===== src/rtl/fifo_arb_pkg.sv =====
// rtl/fifo_arb_pkg.sv - shared types and constants for the FIFO write-port arbiter
//
// Purpose : arbiter FSM state type and the default geometry of the
//           fifo_single_clk instance this arbiter feeds.
// Ports   : none (package).
package fifo_arb_pkg;

  typedef enum logic [0:0] {
    IDLE  = 1'b0,
    BURST = 1'b1
  } arb_state_e;

  localparam int FIFO_DW    = 8;
  localparam int FIFO_DEPTH = 64;

endpackage


===== src/rtl/rr_pick.sv =====
// rtl/rr_pick.sv - combinational round-robin pick starting after the current owner
//
// Purpose : find the first set request bit at or after (owner+1) mod NREQ,
//           wrapping, so the current owner is always the last candidate.
// Ports   : req        in  NREQ    request vector
//           owner      in  OW      current / last grantee
//           valid      out 1       at least one request is set
//           next_owner out OW      index of the winning requester
module rr_pick #(
  parameter int NREQ = 4,
  parameter int OW   = $clog2(NREQ)
) (
  input  logic [NREQ-1:0] req,
  input  logic [OW-1:0]   owner,
  output logic            valid,
  output logic [OW-1:0]   next_owner
);

  always_comb begin
    valid      = 1'b0;
    next_owner = '0;
    // Offsets 1..NREQ: offset NREQ lands back on owner, giving it lowest priority.
    for (int i = 1; i <= NREQ; i++) begin
      if (!valid && req[(int'(owner) + i) % NREQ]) begin
        valid      = 1'b1;
        next_owner = OW'((int'(owner) + i) % NREQ);
      end
    end
  end

endmodule


===== src/rtl/fifo_wr_arbiter.sv =====
// rtl/fifo_wr_arbiter.sv - round-robin burst arbiter for a single FIFO write port
//
// Purpose : shares the write port of fifo_single_clk among NREQ producers.
//           One producer owns the port for up to MAX_BURST accepted writes;
//           every grant change costs one idle cycle.  Data is passed through
//           combinationally, nothing is registered on the data path.
// Ports   : clk           in  1        rising-edge clock
//           rst           in  1        asynchronous active-high reset
//           req           in  NREQ     per-producer request, held with data until acked
//           data_in       in  NREQ*DW  producer i at [i*DW +: DW]
//           ack           out NREQ     one-hot, word written at this edge
//           fifo_wr_en    out 1        FIFO wr_en
//           fifo_buf_in   out DW       FIFO buf_in
//           fifo_buf_full in  1        FIFO buf_full
//           owner         out clog2    current or last grantee
//           busy          out 1        a burst is in progress
module fifo_wr_arbiter
  import fifo_arb_pkg::*;
#(
  parameter int NREQ      = 4,
  parameter int DW        = FIFO_DW,
  parameter int MAX_BURST = 8
) (
  input  logic                     clk,
  input  logic                     rst,
  input  logic [NREQ-1:0]          req,
  input  logic [NREQ*DW-1:0]       data_in,
  output logic [NREQ-1:0]          ack,
  output logic                     fifo_wr_en,
  output logic [DW-1:0]            fifo_buf_in,
  input  logic                     fifo_buf_full,
  output logic [$clog2(NREQ)-1:0]  owner,
  output logic                     busy
);

  localparam int OW = $clog2(NREQ);
  localparam int CW = $clog2(MAX_BURST + 1);

  arb_state_e      state;
  logic [CW-1:0]   burst_cnt;
  logic            pick_valid;
  logic [OW-1:0]   pick_owner;
  logic            owner_req;
  logic            accept;

  rr_pick #(
    .NREQ (NREQ),
    .OW   (OW)
  ) u_rr_pick (
    .req        (req),
    .owner      (owner),
    .valid      (pick_valid),
    .next_owner (pick_owner)
  );

  // Everything below is derived from the registered state, so an async reset
  // removes ack/wr_en immediately without waiting for a clock edge.
  assign owner_req = req[owner];
  assign accept    = (state == BURST) && owner_req && !fifo_buf_full;
  assign busy      = (state == BURST);

  always_comb begin
    ack = '0;
    if (accept) ack[owner] = 1'b1;
  end

  assign fifo_wr_en  = accept;
  assign fifo_buf_in = accept ? data_in[int'(owner)*DW +: DW] : '0;

  // owner resets to NREQ-1 so the first search begins at index 0.
  always_ff @(posedge clk or posedge rst) begin
    if (rst) begin
      state     <= IDLE;
      owner     <= OW'(NREQ - 1);
      burst_cnt <= '0;
    end else begin
      case (state)
        IDLE: begin
          burst_cnt <= '0;
          if (pick_valid) begin
            owner <= pick_owner;
            state <= BURST;
          end
        end
        BURST: begin
          if (accept) begin
            burst_cnt <= burst_cnt + 1'b1;
            if (burst_cnt == CW'(MAX_BURST - 1)) state <= IDLE;
          end else if (!owner_req) begin
            state <= IDLE;
          end
          // Full with req still held: keep ownership and count, retry next cycle.
        end
      endcase
    end
  end

endmodule

===== config.mk =====
export PLATFORM = sky130hd
export DESIGN_NAME = fifo_wr_arbiter
export DESIGN_NICKNAME = d
export VERILOG_FILES = /design/src/rtl/fifo_arb_pkg.sv /design/src/rtl/rr_pick.sv /design/src/rtl/fifo_wr_arbiter.sv
export SDC_FILE = /design/constraint.sdc
export NUM_CORES = 1
export LEC_CHECK = 0
export ABC_AREA = 1
export BUFFER_PORTS_ARGS = -buffer_cell sky130_fd_sc_hd__buf_2
export CELL_PAD_IN_SITES_DETAIL_PLACEMENT = 1
export CELL_PAD_IN_SITES_GLOBAL_PLACEMENT = 2
export CORE_ASPECT_RATIO = 1.1
export CORE_MARGIN = 8
export CORE_UTILIZATION = 22
export CTS_CLUSTER_SIZE = 40
export DETAILED_ROUTE_END_ITERATION = 8
export MAX_ROUTING_LAYER = met4
export PLACE_DENSITY_LB_ADDON = 0.1
export SLEW_MARGIN = 20
export SYNTH_ARGS = -nofsm -noshare
export SYNTH_HDL_FRONTEND = slang
export SYNTH_HIERARCHICAL = 1
export SYNTH_SLANG_ARGS = --single-unit

===== constraint.sdc =====
create_clock -name clk -period 1.9 [get_ports clk]
set_input_delay 0.19 -clock clk [delete_from_list [all_inputs] [get_ports clk]]
set_output_delay 0.19 -clock clk [all_outputs]
set_load 0.01 [all_outputs]

==> metrics.sh, run 1 <==
WORSTPATHARRIVAL_NS=1.67
GRT_PASS1_WL_MICRONS=6690
GRT_UTIL_ALL_LAYERS_PCT=11.6
DEPTH_OF_THE_CTS_H_TREE=1
FINISH.NET_COUNT=278
SYN_INST=169
MINIMUM_SETUP_SLACK_IN_THE_FINAL_DESIGN_NS=0.0448
FIN_WORST_HOLD_SLACK_NS=0.409
VIAS_PER_CELL=4.65
CTS-BUFFERS-INSERTED=3
POST-PLACE-WS_NS=0.0764
TOTAL_OF_FLIP_FLOPS_PLUS_LATCHES_AFTER_SYNTHESIS=7
CTS.REPORTEDPATHS.CLKPINSLEW_NS=0.04
N_ANTENNA_CELL=0
FP.DIEH_MICRONS=88.8
TOP_CELL_TYPE_BY_TOTAL_AREA_AFTER_SYNTHESIS='sky130_fd_sc_hd__nand2_1'
CRITPATHREQUIREDTIME_NS=1.71
DETAILEDROUTE.FIRSTPASSITERATIONCOUNT=4
ROUTED_VIA_COUNT=1361
CRITICAL_PATH_CAPTURE_POINT_TYPE='primary output'
TOP_SIG_LAYER='met4'
SYNTH.YOSYS.WARNINGS=6
AREA_DELTA_SYNTH_FINAL_PCT=53.2
YOSYSSEQAREASHARE_PCT=16.7
CTS_BUFFER_DEPTH=2
CTS.ROOT.BUFFER_CELL='sky130_fd_sc_hd__clkbuf_8'
TIMING.SETUP.CRITICAL_PATH_CLASS='reg -> out'
DP.CELLS=277
HPWLAFTERDP_MICRONS=3300
HIGHEST_CLOCK_RATE_MHz=539
GPL.FINAL_WEIGHTED_CONGESTION=0.774
START_UTIL_PCT=22.8
NUMBER_OF_MAX_SLEW_VIOLATIONS_IN_THE_FINAL_REPORT=0
GRT_ANTENNA_BEFORE_REPAIR=0
ROUTE.DETAILED.WL_PER_INST_MICRONS=14.4
SYNTHTOPCELLSBYAREA='sky130_fd_sc_hd__nand2_1 (17%), sky130_fd_sc_hd__nand3_1 (13%), sky130_fd_sc_hd__dfrtp_1 (12%)'
MAX_SLEW.WORST_PIN.SLEW_NS=0.289
TIMING.RR.END='owner[0]'
R2R-START='owner[0]'
SYNTHESIS.AREA_SQ_UM=1060
R2R_CELLS=11
DRT_FIRST_ITER_VIOLATIONS=57
POST-ROUTE-DRC-COUNT=0
CORE_AREA_SQ_UM=4650
WL_MET2_MICRONS=2090
PIN_COUNT_OF_THE_BIGGEST_NET_ENTERING_GLOBAL_ROUTING=18
IOPINCOUNT=55
INSERTION_DELAY_NS=0.23
CELL_VARIETY_AFTER_SYNTH=25
POSTSYNTHAREAPERCELL_SQ_UM=6.28
CRITICAL_PATH.STARTPOINT='owner[0]'
DIE_AREA_SQ_UM=7300
WL_MICRONS=4220
PORT_BUFFERS=54
MAX_SLEW_MARGIN_PCT=80.7
LEAKAGE_nW=0.833
YOSYS.AREA.TOP_TYPE_SHARE_PCT=17.3
FINAL.PERIOD_UTILIZATION_PCT=97.6
FINAL_LAYOUT_SIZE_SUFFIX_GT1_SHARE_PCT=48.5
MAX-VDD-IR-DROP_V=0.000596
WORSTSETUPSTARTPOINTTYPE='flop'
FINALSETUPVIOLCOUNT=0
DRT-MET1-WL_MICRONS=1840
STD_CELL_ROWS=26
CLKSINKCOUNT=7
FINCLKSKEW_NS=0.00487
GRT_SETUP_UNREPAIRED='true'
SYN-NUM-NETS=209
TRITONCTS='yes'
MAX_CAPACITANCE_VIOLATION_TOTAL=0
HOLDCRITPATHCLASS='in -> reg'
FINALWORSTPATHREQUIREDPERIOD_NS=1.86
OVERFLOW=0
DIE_WIDTH_MICRONS=82.2
POWER.DENSITY_CELL_AREA_nW_PER_UM2=1600
MET3_WIRELENGTH_MICRONS=259
ROUTE.ANTENNA.REMAINING_NETS=0
FINAL_UTIL_PCT=34.9
TIMING.REG2REG.SETUP_SLACK_NS=0.13
WORST_SETUP_PATH_ENDPOINT='ack[0]'
CRIT_PATH_MAX_FANOUT=6
FINALNONFILLERCELLS=293
RUN_STATUS='completed'
GRT_PASS1_VIAS=1414
FINALHOLDVIOLATIONS=0
## power by group
group / internal (mW) / switching (mW)
logic: 0.821 / 1.26
registers: 0.222 / 0.0833
clock network: 0.145 / 0.0673
total: 1.19 / 1.42
## sequential cells by signal, indices dropped and copies added, names as in the netlist
signal,cells
burst_cnt,4
owner,2
busy,1
## synthesized netlist by cell type
cell type	number
sky130_fd_sc_hd__a21oi_1	14
sky130_fd_sc_hd__a21oi_2	3
sky130_fd_sc_hd__and3_1	3
sky130_fd_sc_hd__buf_4	4
sky130_fd_sc_hd__buf_6	3
sky130_fd_sc_hd__clkbuf_1	1
sky130_fd_sc_hd__dfrtp_1	5
sky130_fd_sc_hd__dfstp_2	2
sky130_fd_sc_hd__ha_1	1
sky130_fd_sc_hd__inv_1	8
sky130_fd_sc_hd__inv_2	1
sky130_fd_sc_hd__inv_6	1
sky130_fd_sc_hd__nand2_1	49
sky130_fd_sc_hd__nand2_2	11
sky130_fd_sc_hd__nand2_4	7
sky130_fd_sc_hd__nand3_1	27
sky130_fd_sc_hd__nand3b_1	2
sky130_fd_sc_hd__nand4_1	4
sky130_fd_sc_hd__nor2_1	10
sky130_fd_sc_hd__nor2_2	5
sky130_fd_sc_hd__nor2_4	2
sky130_fd_sc_hd__nor3_1	3
sky130_fd_sc_hd__nor3_4	1
sky130_fd_sc_hd__o21a_1	1
sky130_fd_sc_hd__xor2_1	1
## worst max-delay path, cell delays in order, from the launching register on
cell                         delay (ns)
sky130_fd_sc_hd__dfstp_2           0.61
sky130_fd_sc_hd__clkinvlp_4        0.18
sky130_fd_sc_hd__nand2_2           0.09
sky130_fd_sc_hd__nand2_2           0.05
sky130_fd_sc_hd__nand2_2           0.10
sky130_fd_sc_hd__nand2_8           0.11
sky130_fd_sc_hd__nand2_8           0.09
sky130_fd_sc_hd__nor3_1            0.04
sky130_fd_sc_hd__buf_2             0.14
## area by class of cell
type	instances	area, sq um
multi-input cells	146	851
clock buffers	4	45.0
repair buffers	70	432
flip-flops and latches	7	178
well taps	56	70.1
inverters	10	50.0
fillers	613	3030
## placed cells by master, fill, tap and decap left out, drive strengths merged
master and count:
a21oi 17, and3 3, buf 69, clkbuf 4, clkinvlp 2, dfrtp 5, dfstp 2, dlygate4sd3 1
ha 1, inv 8, nand2 69, nand3 27, nand3b 2, nand4 4, nor2 17, nor3 4
o21a 1, xor2 1
## through the flow
step	area (sq um)	power (mW)	TNS, ns
global route	1630	2.88	-0.511
global placement	1380	1.99	0
finish	1630	2.60	0
floorplan	1060	1.61	0
detailed placement	1380	2.02	0
CTS	1500	2.40	0
## cells by family after synthesis
kind of cell,synth area share [%]
compound gates,9.79
buf+inv,10.4
simple gates,61.1
flops,16.7
xor+xnor,0.826
fa+ha+maj,1.18
## how the worst min path moves through the flow
stage / depth (start not counted) / slack [ns] / to / from
after floorplan: 1 / -0.008 / burst_cnt[0] / rst
after global placement: 2 / 0.14 / burst_cnt[1] / rst
after detailed placement: 2 / 0.14 / burst_cnt[2] / rst
after CTS: 4 / 0.29 / burst_cnt[3] / fifo_buf_full
after global routing: 5 / 0.44 / burst_cnt[3] / fifo_buf_full
final: 5 / 0.41 / burst_cnt[3] / fifo_buf_full
## routing by layer
layer,global-route usage (%),up-vias
li1,-,696
met1,14.1,632
met2,18.6,28
met3,3.25,5
met4,1.92,0
met5,-,-
## repair_timing
action | 4_1_cts | 5_1_grt
gates resized for setup | 3 | 13
setup endpoints to repair | 13 | 16
hold endpoints to repair | 5 | 0
pin swaps | 0 | 2
hold buffers | 1 | 0
gates cloned | 0 | 2
setup buffers | 5 | 4
(Power assumes the default switching activity.)
==> run 2, diff against run 1 <==
- CORE_UTILIZATION: 22 -> 20
- SYNTH_HIERARCHICAL: 1 -> not set
==> run 2 against run 1 <==
  * Utilization shrank 4.4 points
  * Routed wire length shrank 11%
  * Setup slack gained 0.067 ns
  * First-iteration DRC count shrank 61%
  * Largest power group unchanged
  * Highest routed layer unchanged
==> metrics.sh, run 2 <==
RUN_STATUS='completed'  # unchanged
ROUTE.DETAILED.WL_PER_INST_MICRONS=13.8  # was 14.4 microns
NUMBER_OF_MAX_SLEW_VIOLATIONS_IN_THE_FINAL_REPORT=0  # unchanged
MAX_SLEW.WORST_PIN.SLEW_NS=0.269  # was 0.289 ns
FINAL_CELL_MIX='sky130_fd_sc_hd__buf_2 (54), sky130_fd_sc_hd__nor2_1 (40), sky130_fd_sc_hd__nand2_1 (25)'  # was sky130_fd_sc_hd__buf_2 (53), sky130_fd_sc_hd__nand2_1 (43), sky130_fd_sc_hd__nand3_1 (27)
PIN_COUNT_OF_THE_BIGGEST_NET_ENTERING_GLOBAL_ROUTING=18  # unchanged
FINALNONFILLERCELLS=273  # was 293
DETAILEDROUTE.FIRSTPASSITERATIONCOUNT=4  # unchanged
FINISH.NET_COUNT=262  # was 278
LAYOUT.CELLS.MOST_COMMON='sky130_fd_sc_hd__buf_2'  # unchanged
WL_MICRONS=3770  # was 4220 microns
CTS_BUFFER_DEPTH=2  # unchanged
FINAL.PERIOD_UTILIZATION_PCT=94.1  # was 97.6%
LEAKAGE_nW=0.760  # was 0.833 nW
FIN_WORST_HOLD_SLACK_NS=0.437  # was 0.409 ns
DEPTH_OF_THE_CTS_H_TREE=1  # unchanged
HOLDCRITPATHCLASS='in -> async'  # was in -> reg
ROUTED_VIA_COUNT=1207  # was 1361
SYNTH-EDFF-COUNT=0  # unchanged
YOSYSSEQAREASHARE_PCT=19.3  # was 16.7%
FINAL_LAYOUT_SIZE_SUFFIX_GT1_SHARE_PCT=44.2  # was 48.5%
FP.DIEH_MICRONS=87.2  # was 88.8 microns
START_UTIL_PCT=20.2  # was 22.8%
TOTAL_OF_FLIP_FLOPS_PLUS_LATCHES_AFTER_SYNTHESIS=7  # unchanged
GRT_UTIL_ALL_LAYERS_PCT=11.1  # was 11.6%
HIGHEST_CLOCK_RATE_MHz=559  # was 539 MHz
DPL_CELL_AREA_SQ_UM=1270  # was 1380 sq um
CTS.REPORTEDPATHS.CLKPINSLEW_NS=0.04  # about the same
FINALHOLDVIOLATIONS=0  # unchanged
INSERTION_DELAY_NS=0.22  # was 0.23 ns
POSTSYNTHAREAPERCELL_SQ_UM=6.02  # was 6.28 sq um
LARGEST_INCREMENTAL_DELAY_ON_THE_CRITICAL_PATH_NS=0.57  # was 0.61 ns
CLKSINKCOUNT=7  # unchanged
CORE_AREA_SQ_UM=4550  # was 4650 sq um
MAX_SLEW_MARGIN_PCT=82.0  # was 80.7%
NUMBER_OF_FLIP_FLOPS_IN_THE_LARGEST_REGISTER=4  # unchanged
TRITONCTS='yes'  # unchanged
SYNTH.CELLS.MOST_FREQUENT='sky130_fd_sc_hd__nor2_1 (40), sky130_fd_sc_hd__nand2_1 (26), sky130_fd_sc_hd__o21ai_0 (16)'  # was sky130_fd_sc_hd__nand2_1 (49), sky130_fd_sc_hd__nand3_1 (27), sky130_fd_sc_hd__a21oi_1 (14)
SWITCHING_POWER_mW=1.02  # was 1.42 mW
ROUTE.ANTENNA.REMAINING_NETS=0  # unchanged
POWER.DENSITY_CELL_AREA_nW_PER_UM2=1430  # was 1600 nW/um^2
SYNTH.YOSYS.WARNINGS=0  # was 6
OVERFLOW=0  # unchanged
GRT_SETUP_UNREPAIRED='false'  # was true
TOP_CELL_TYPE_BY_TOTAL_AREA_AFTER_SYNTHESIS='sky130_fd_sc_hd__nor2_1'  # was sky130_fd_sc_hd__nand2_1
VIAS_PER_CELL=4.42  # was 4.65
CLOCKPOWERSHARE_PCT=10.3  # was 8.2%
STD_CELL_ROWS=26  # unchanged
POST-ROUTE-DRC-COUNT=0  # unchanged
GPL.FINAL_WEIGHTED_CONGESTION=0.757  # was 0.774
DRT_FIRST_ITER_VIOLATIONS=22  # was 57
YOSYS.CELL_COUNT.TOP_TYPE='sky130_fd_sc_hd__nor2_1'  # was sky130_fd_sc_hd__nand2_1
FINCLKSKEW_NS=0.00135  # was 0.00487 ns
DP.CELLS=261  # was 277
HPWLAFTERDP_MICRONS=3070  # was 3300 microns
MAX-VDD-IR-DROP_V=0.000702  # was 0.000596 V
WORSTPATHARRIVAL_NS=1.60  # was 1.67 ns
DIE_WIDTH_MICRONS=80.7  # was 82.2 microns
PWR-SHARE-COMB_PCT=75.9  # was 80.1%
AREA_DELTA_SYNTH_FINAL_PCT=51.2  # was 53.2%
CRITPATHREQUIREDTIME_NS=1.71  # about the same
IOPINCOUNT=55  # unchanged
GRT_ANTENNA_BEFORE_REPAIR=0  # unchanged
CRITPATHMOSTFREQUENTCELL='sky130_fd_sc_hd__buf_4'  # was sky130_fd_sc_hd__nand2_2
CELLINTERNALPOWER_mW=0.962  # was 1.19 mW
WORSTSETUPSTARTPOINTTYPE='flop'  # unchanged
CELL_VARIETY_AFTER_SYNTH=23  # was 25
DIE_AREA_SQ_UM=7030  # was 7300 sq um
MAX_CAPACITANCE_VIOLATION_TOTAL=0  # unchanged
POWER_SWITCHING_SHARE_PCT=51.5  # was 54.4%
FINALWORSTPATHREQUIREDPERIOD_NS=1.79  # was 1.86 ns
POWER.SHARE.SEQUENTIAL_PCT=13.8  # was 11.7%
PORT_BUFFERS=54  # unchanged
YOSYS.AREA.TOP_TYPE_SHARE_PCT=16.3  # was 17.3%
GRT_PASS1_VIAS=1330  # was 1414
SYN_INST=153  # was 169
YS_DOMINANT_REG_CELL='sky130_fd_sc_hd__dfrtp_1'  # unchanged
CTS-BUFFERS-INSERTED=3  # unchanged
FINALSETUPVIOLCOUNT=0  # unchanged
TIMING.SETUP.CRITICAL_PATH_CLASS='reg -> out'  # unchanged
LAYOUT_FILLERS=634  # was 613
N_ANTENNA_CELL=0  # unchanged
REGMOSTFLOPS='burst_cnt'  # unchanged
SYNTHTOPCELLSBYAREA='sky130_fd_sc_hd__nor2_1 (16%), sky130_fd_sc_hd__dfrtp_1 (14%), sky130_fd_sc_hd__nand2_1 (11%)'  # was sky130_fd_sc_hd__nand2_1 (17%), sky130_fd_sc_hd__nand3_1 (13%), sky130_fd_sc_hd__dfrtp_1 (12%)
FINALSETUPTNS_NS=0  # unchanged
ASYNC_FLOP_SHARE_PCT=100  # unchanged
CTS.ROOT.BUFFER_CELL='sky130_fd_sc_hd__clkbuf_8'  # unchanged
CRIT_PATH_MAX_FANOUT=7  # was 6
GRT_PASS1_WL_MICRONS=6290  # was 6690 microns
FINAL_DESIGN_AREA_NO_FILL_SQ_UM=1390  # was 1630 sq um
CP_SLOWEST_CELL='sky130_fd_sc_hd__dfstp_2'  # unchanged
CP_CELL_SEQUENCE='buf_4 -> nand2_2 -> nand3_2 -> nand3_4 -> buf_4 -> a21oi_1 -> buf_2'  # was clkinvlp_4 -> nand2_2 -> nand2_2 -> nand2_2 -> nand2_8 -> nand2_8 -> nor3_1 -> buf_2
FINAL_UTIL_PCT=30.6  # was 34.9%
SYNTHESIS.AREA_SQ_UM=921  # was 1060 sq um
CRITICAL_PATH_CAPTURE_POINT_TYPE='primary output'  # unchanged
SYN-NUM-NETS=197  # was 209
==> run 2: area by class of cell <==
type / instances / area [sq um] / share of cell area [%]
Clock buffer: 4 / 45.0 / 3.23
Sequential cell: 7 / 178 / 12.8
Timing Repair Buffer: 67 / 382 / 27.4
Inverter: 14 / 53.8 / 3.86
Tap cell: 56 / 70.1 / 5.03
Multi-Input combinational cell: 125 / 664 / 47.7
==> run 2: timing repair <==
item / CTS / global route
hold endpoints to repair: 5 / 0
setup buffers: 6 / 1
endpoints found under the setup margin: 13 / 9
gates resized for setup: 1 / 6
pin swaps: 1 / 2
hold buffers: 1 / 0
cloned: 0 / 0
==> run 2: layer usage <==
metal	global-route usage (%)	up-vias	wire, microns
met5	-	-	0
met4	2.44	0	24
met3	1.14	2	237
met2	19.9	35	1830
met1	12.8	551	1680
li1	-	619	-
==> run 2: power by group through the flow <==
stage | clock (mW) | combinational (mW) | sequential [mW]
after floorplan | 0 | 0.991 | 0.288
after global placement | 0 | 1.36 | 0.291
after detailed placement | 0 | 1.39 | 0.299
after CTS | 0.210 | 1.50 | 0.274
after global routing | 0.217 | 1.71 | 0.282
final | 0.205 | 1.51 | 0.274
==> run 2: worst paths after layout <==
| kind | slack (ns) | cells after the start | end | start |
|---|---|---|---|---|
| worst max-delay path | 0.11 | 7 | fifo_buf_in[2] | owner[0] |
| worst min-delay path | 0.44 | 3 | burst_cnt[2] | rst |
| worst max register to register | 0.24 | 9 | owner[0] | owner[0] |
| worst min register to register | 0.54 | 1 | burst_cnt[0] | burst_cnt[0] |
| max in group asynchronous | 1.19 | 3 | owner[0] | rst |
| min in group clk | 0.46 | 5 | busy | req[0] |
==> run 2: critical path: cells and delay by family (launching register included) <==
family          cells  cell delay, ns
compound gates      1            0.13
flops               1            0.57
simple gates        3            0.23
buf+inv             3            0.46
==> run 2: logic make-up after synthesis <==
family / count (synthesis) / share of synthesized area, %
simple gates: 89 / 45.5
compound gates: 31 / 17.7
buf+inv: 21 / 10.7
flops: 7 / 19.3
fa+ha+maj: 5 / 6.79
==> run 2: through the flow <==
stage / setup slack [ns] / total power [mW]
after floorplan: 0.0388 / 1.28
after global placement: 0.145 / 1.66
after detailed placement: 0.0570 / 1.69
after CTS: 0.0258 / 1.99
after global routing: 0.00852 / 2.21
final: 0.112 / 1.99
==> run 3, diff against run 2 <==
- CAP_MARGIN: not set -> 15
- CORE_MARGIN: 8 -> not set
==> run 3 against run 2 <==
  * Routed wire length shrank 3.6%
  * Critical path depth shrank 1
  * Via count grew 0.99%
  * Largest power group unchanged
  * Non-clock buffer count shrank 6
  * Critical path type unchanged
  * First-iteration DRC count shrank 68%
==> metrics.sh, run 3 (synthesized netlist as in run 2, its figures left out) <==
RUN_STATUS='completed'  # unchanged
CTS.REPORTEDPATHS.CLKPINSLEW_NS=0.04  # about the same
WORSTPATHARRIVAL_NS=1.62  # was 1.60 ns
DEPTH_OF_THE_CTS_H_TREE=1  # unchanged
ROUTE.ANTENNA.REMAINING_NETS=0  # unchanged
CRITICAL_PATH.TOP_DELAY_FAMILY='flip-flops'  # unchanged
CP_SLOWEST_CELL='sky130_fd_sc_hd__dfstp_2'  # unchanged
PORT_BUFFERS=54  # unchanged
PIN_COUNT_OF_THE_BIGGEST_NET_ENTERING_GLOBAL_ROUTING=15  # was 18
CLKSINKCOUNT=7  # unchanged
N_ANTENNA_CELL=0  # unchanged
TIMING.SETUP.CRITICAL_PATH_CLASS='reg -> out'  # unchanged
INSERTION_DELAY_NS=0.23  # was 0.22 ns
CRIT_BUF_INV=2  # was 3
MAX_SLEW_MARGIN_PCT=76.9  # was 82.0%
FINAL_DESIGN_AREA_NO_FILL_SQ_UM=1380  # was 1390 sq um
DPL_CELL_AREA_SQ_UM=1260  # was 1270 sq um
STD_CELL_ROWS=25  # was 26
GRT_UTIL_ALL_LAYERS_PCT=16.1  # was 11.1%
DIE_AREA_SQ_UM=4880  # was 7030 sq um
FINISH.NET_COUNT=258  # was 262
GPL.FINAL_WEIGHTED_CONGESTION=0.707  # was 0.757
IOPINCOUNT=55  # unchanged
FINAL.PERIOD_UTILIZATION_PCT=95.1  # was 94.1%
MAX-VDD-IR-DROP_V=0.000558  # was 0.000702 V
NUMBER_OF_FLIP_FLOPS_IN_THE_LARGEST_REGISTER=4  # unchanged
GRT_PASS1_WL_MICRONS=5780  # was 6290 microns
LAYOUT_FILLERS=615  # was 634
ROUTED_VIA_COUNT=1219  # was 1207
MULTI_INPUT_AREA_SQ_UM=702  # was 664 sq um
DRT_FIRST_ITER_VIOLATIONS=7  # was 22
LEAKAGE_nW=0.737  # was 0.760 nW
CRITPATHREQUIREDTIME_NS=1.71  # about the same
FINALSETUPVIOLCOUNT=0  # unchanged
CORE_AREA_SQ_UM=4350  # was 4550 sq um
NUMBER_OF_MAX_SLEW_VIOLATIONS_IN_THE_FINAL_REPORT=0  # unchanged
MINIMUM_SETUP_SLACK_IN_THE_FINAL_DESIGN_NS=0.0933  # was 0.112 ns
TRITONCTS='yes'  # unchanged
POST-PLACE-WS_NS=0.178  # was 0.0570 ns
CTS.ROOT.BUFFER_CELL='sky130_fd_sc_hd__clkbuf_8'  # unchanged
POWER.DENSITY_CELL_AREA_nW_PER_UM2=1430  # about the same
CP_CELL_SEQUENCE='buf_6 -> nand2_2 -> nand3_4 -> nand3_4 -> a21oi_1 -> buf_2'  # was buf_4 -> nand2_2 -> nand3_2 -> nand3_4 -> buf_4 -> a21oi_1 -> buf_2
GRT_PASS1_VIAS=1245  # was 1330
FP.DIEH_MICRONS=73.2  # was 87.2 microns
MAX_SLEW.WORST_PIN.SLEW_NS=0.347  # was 0.269 ns
LARGEST_INCREMENTAL_DELAY_ON_THE_CRITICAL_PATH_NS=0.58  # was 0.57 ns
AREA_DELTA_SYNTH_FINAL_PCT=49.6  # was 51.2%
CRITICAL_PATH_CAPTURE_POINT_TYPE='primary output'  # unchanged
DIE_WIDTH_MICRONS=66.7  # was 80.7 microns
FINALWORSTPATHREQUIREDPERIOD_NS=1.81  # was 1.79 ns
FINAL_LAYOUT_SIZE_SUFFIX_GT1_SHARE_PCT=43.7  # was 44.2%
FINALHOLDVIOLATIONS=0  # unchanged
HOLDCRITPATHCLASS='in -> reg'  # was in -> async
START_UTIL_PCT=21.2  # was 20.2%
DETAILEDROUTE.FIRSTPASSITERATIONCOUNT=3  # was 4
LAYOUT.CELLS.MOST_COMMON='sky130_fd_sc_hd__buf_2'  # unchanged
HPWLAFTERDP_MICRONS=2760  # was 3070 microns
REGMOSTFLOPS='burst_cnt'  # unchanged
CTS-BUFFERS-INSERTED=3  # unchanged
OVERFLOW=0  # unchanged
FINCLKSKEW_NS=0.00252  # was 0.00135 ns
ROUTE.DETAILED.WL_PER_INST_MICRONS=13.6  # was 13.8 microns
CRIT_PATH_MAX_FANOUT=10  # was 7
FINAL_CELL_MIX='sky130_fd_sc_hd__buf_2 (54), sky130_fd_sc_hd__nor2_1 (39), sky130_fd_sc_hd__nand2_1 (25)'  # was sky130_fd_sc_hd__buf_2 (54), sky130_fd_sc_hd__nor2_1 (40), sky130_fd_sc_hd__nand2_1 (25)
REGAREA_SQ_UM=178  # unchanged
MAX_CAPACITANCE_VIOLATION_TOTAL=0  # unchanged
HIGHEST_CLOCK_RATE_MHz=554  # was 559 MHz
GRT_ANTENNA_BEFORE_REPAIR=0  # unchanged
FINALSETUPTNS_NS=0  # unchanged
CRITPATHMOSTFREQUENTCELL='sky130_fd_sc_hd__nand3_4'  # was sky130_fd_sc_hd__buf_4
WL_MICRONS=3630  # was 3770 microns
GRT_SETUP_UNREPAIRED='false'  # unchanged
POST-ROUTE-DRC-COUNT=0  # unchanged
VIAS_PER_CELL=4.57  # was 4.42
WORSTSETUPSTARTPOINTTYPE='flop'  # unchanged
CTS_BUFFER_DEPTH=2  # unchanged
-- run 3: changes by cell type in the layout (fill, tap and decap cells not counted), sizes merged --
cell   before  now
buf        66   60
nand3      13   15
-- run 3: metrics by stage --
| step | util, % | hold WS [ns] | std cells | power [mW] |
|---|---|---|---|---|
| finish | 31.7 | 0.410 | 267 | 1.97 |
| global placement | 29.1 | 0.141 | 259 | 1.65 |
| global route | 31.7 | 0.457 | 267 | 2.20 |
| floorplan | - | -0.00805 | 153 | 1.28 |
| CTS | 30.8 | 0.454 | 266 | 1.95 |
| detailed placement | 29.1 | 0.147 | 259 | 1.69 |
-- run 3: what timing repair did --
item / CTS / global route
endpoints found under the setup margin: 13 / 13
hold buffers: 1 / 0
gates resized for setup: 1 / 7
hold endpoints to repair: 5 / 0
buffers inserted: 1 / 0
pin swaps: 0 / 1
gates cloned: 1 / 1
-- run 3: per-layer routing --
| metal | wire (microns) | share of wire (%) | vias to the layer above | global-route usage [%] |
|---|---|---|---|---|
| met3 | 179 | 4.9 | 2 | 2.50 |
| li1 | - | - | 618 | - |
| met4 | 15 | 0.41 | 0 | 3.55 |
| met1 | 1490 | 41 | 565 | 18.0 |
| met5 | 0 | 0 | - | - |
| met2 | 1950 | 54 | 34 | 29.5 |
-- run 3: power breakdown --
part,internal (mW),switching (mW),total (mW)
sequential,0.217,0.0556,0.273
combinational,0.547,0.942,1.49
clock,0.145,0.0630,0.208
-- run 3: worst register-to-register path, stage by stage (launching register included) --
cell and delay, ns:
sky130_fd_sc_hd__dfstp_2 0.52, sky130_fd_sc_hd__inv_1 0.15, sky130_fd_sc_hd__ha_4 0.34, sky130_fd_sc_hd__inv_1 0.07, sky130_fd_sc_hd__nand2_1 0.12, sky130_fd_sc_hd__nand2_2 0.06
sky130_fd_sc_hd__clkinv_2 0.06, sky130_fd_sc_hd__nand3_2 0.07, sky130_fd_sc_hd__nand2_2 0.08, sky130_fd_sc_hd__inv_2 0.05, sky130_fd_sc_hd__nand2_2 0.05, sky130_fd_sc_hd__o21ai_2 0.04
-- run 3: final timing paths --
kind,startpoint,to,slack [ns],cells past startpoint
max in group asynchronous,rst,owner[0],1.17,3
setup / recovery,owner[0],fifo_buf_in[4],0.09,6
setup reg to reg,owner[1],owner[1],0.20,11
hold reg to reg,burst_cnt[1],burst_cnt[1],0.54,2
hold / removal,fifo_buf_full,burst_cnt[0],0.41,4
min in group asynchronous,rst,burst_cnt[0],0.45,3
-- run 3: cell type report --
type / instances / share of cell area, %
multi-input combinational: 127 / 51.0
timing repair buffer: 61 / 23.9
sequential: 7 / 12.9
tap: 54 / 4.90
inverter: 14 / 4.09
clock buffer: 4 / 3.27
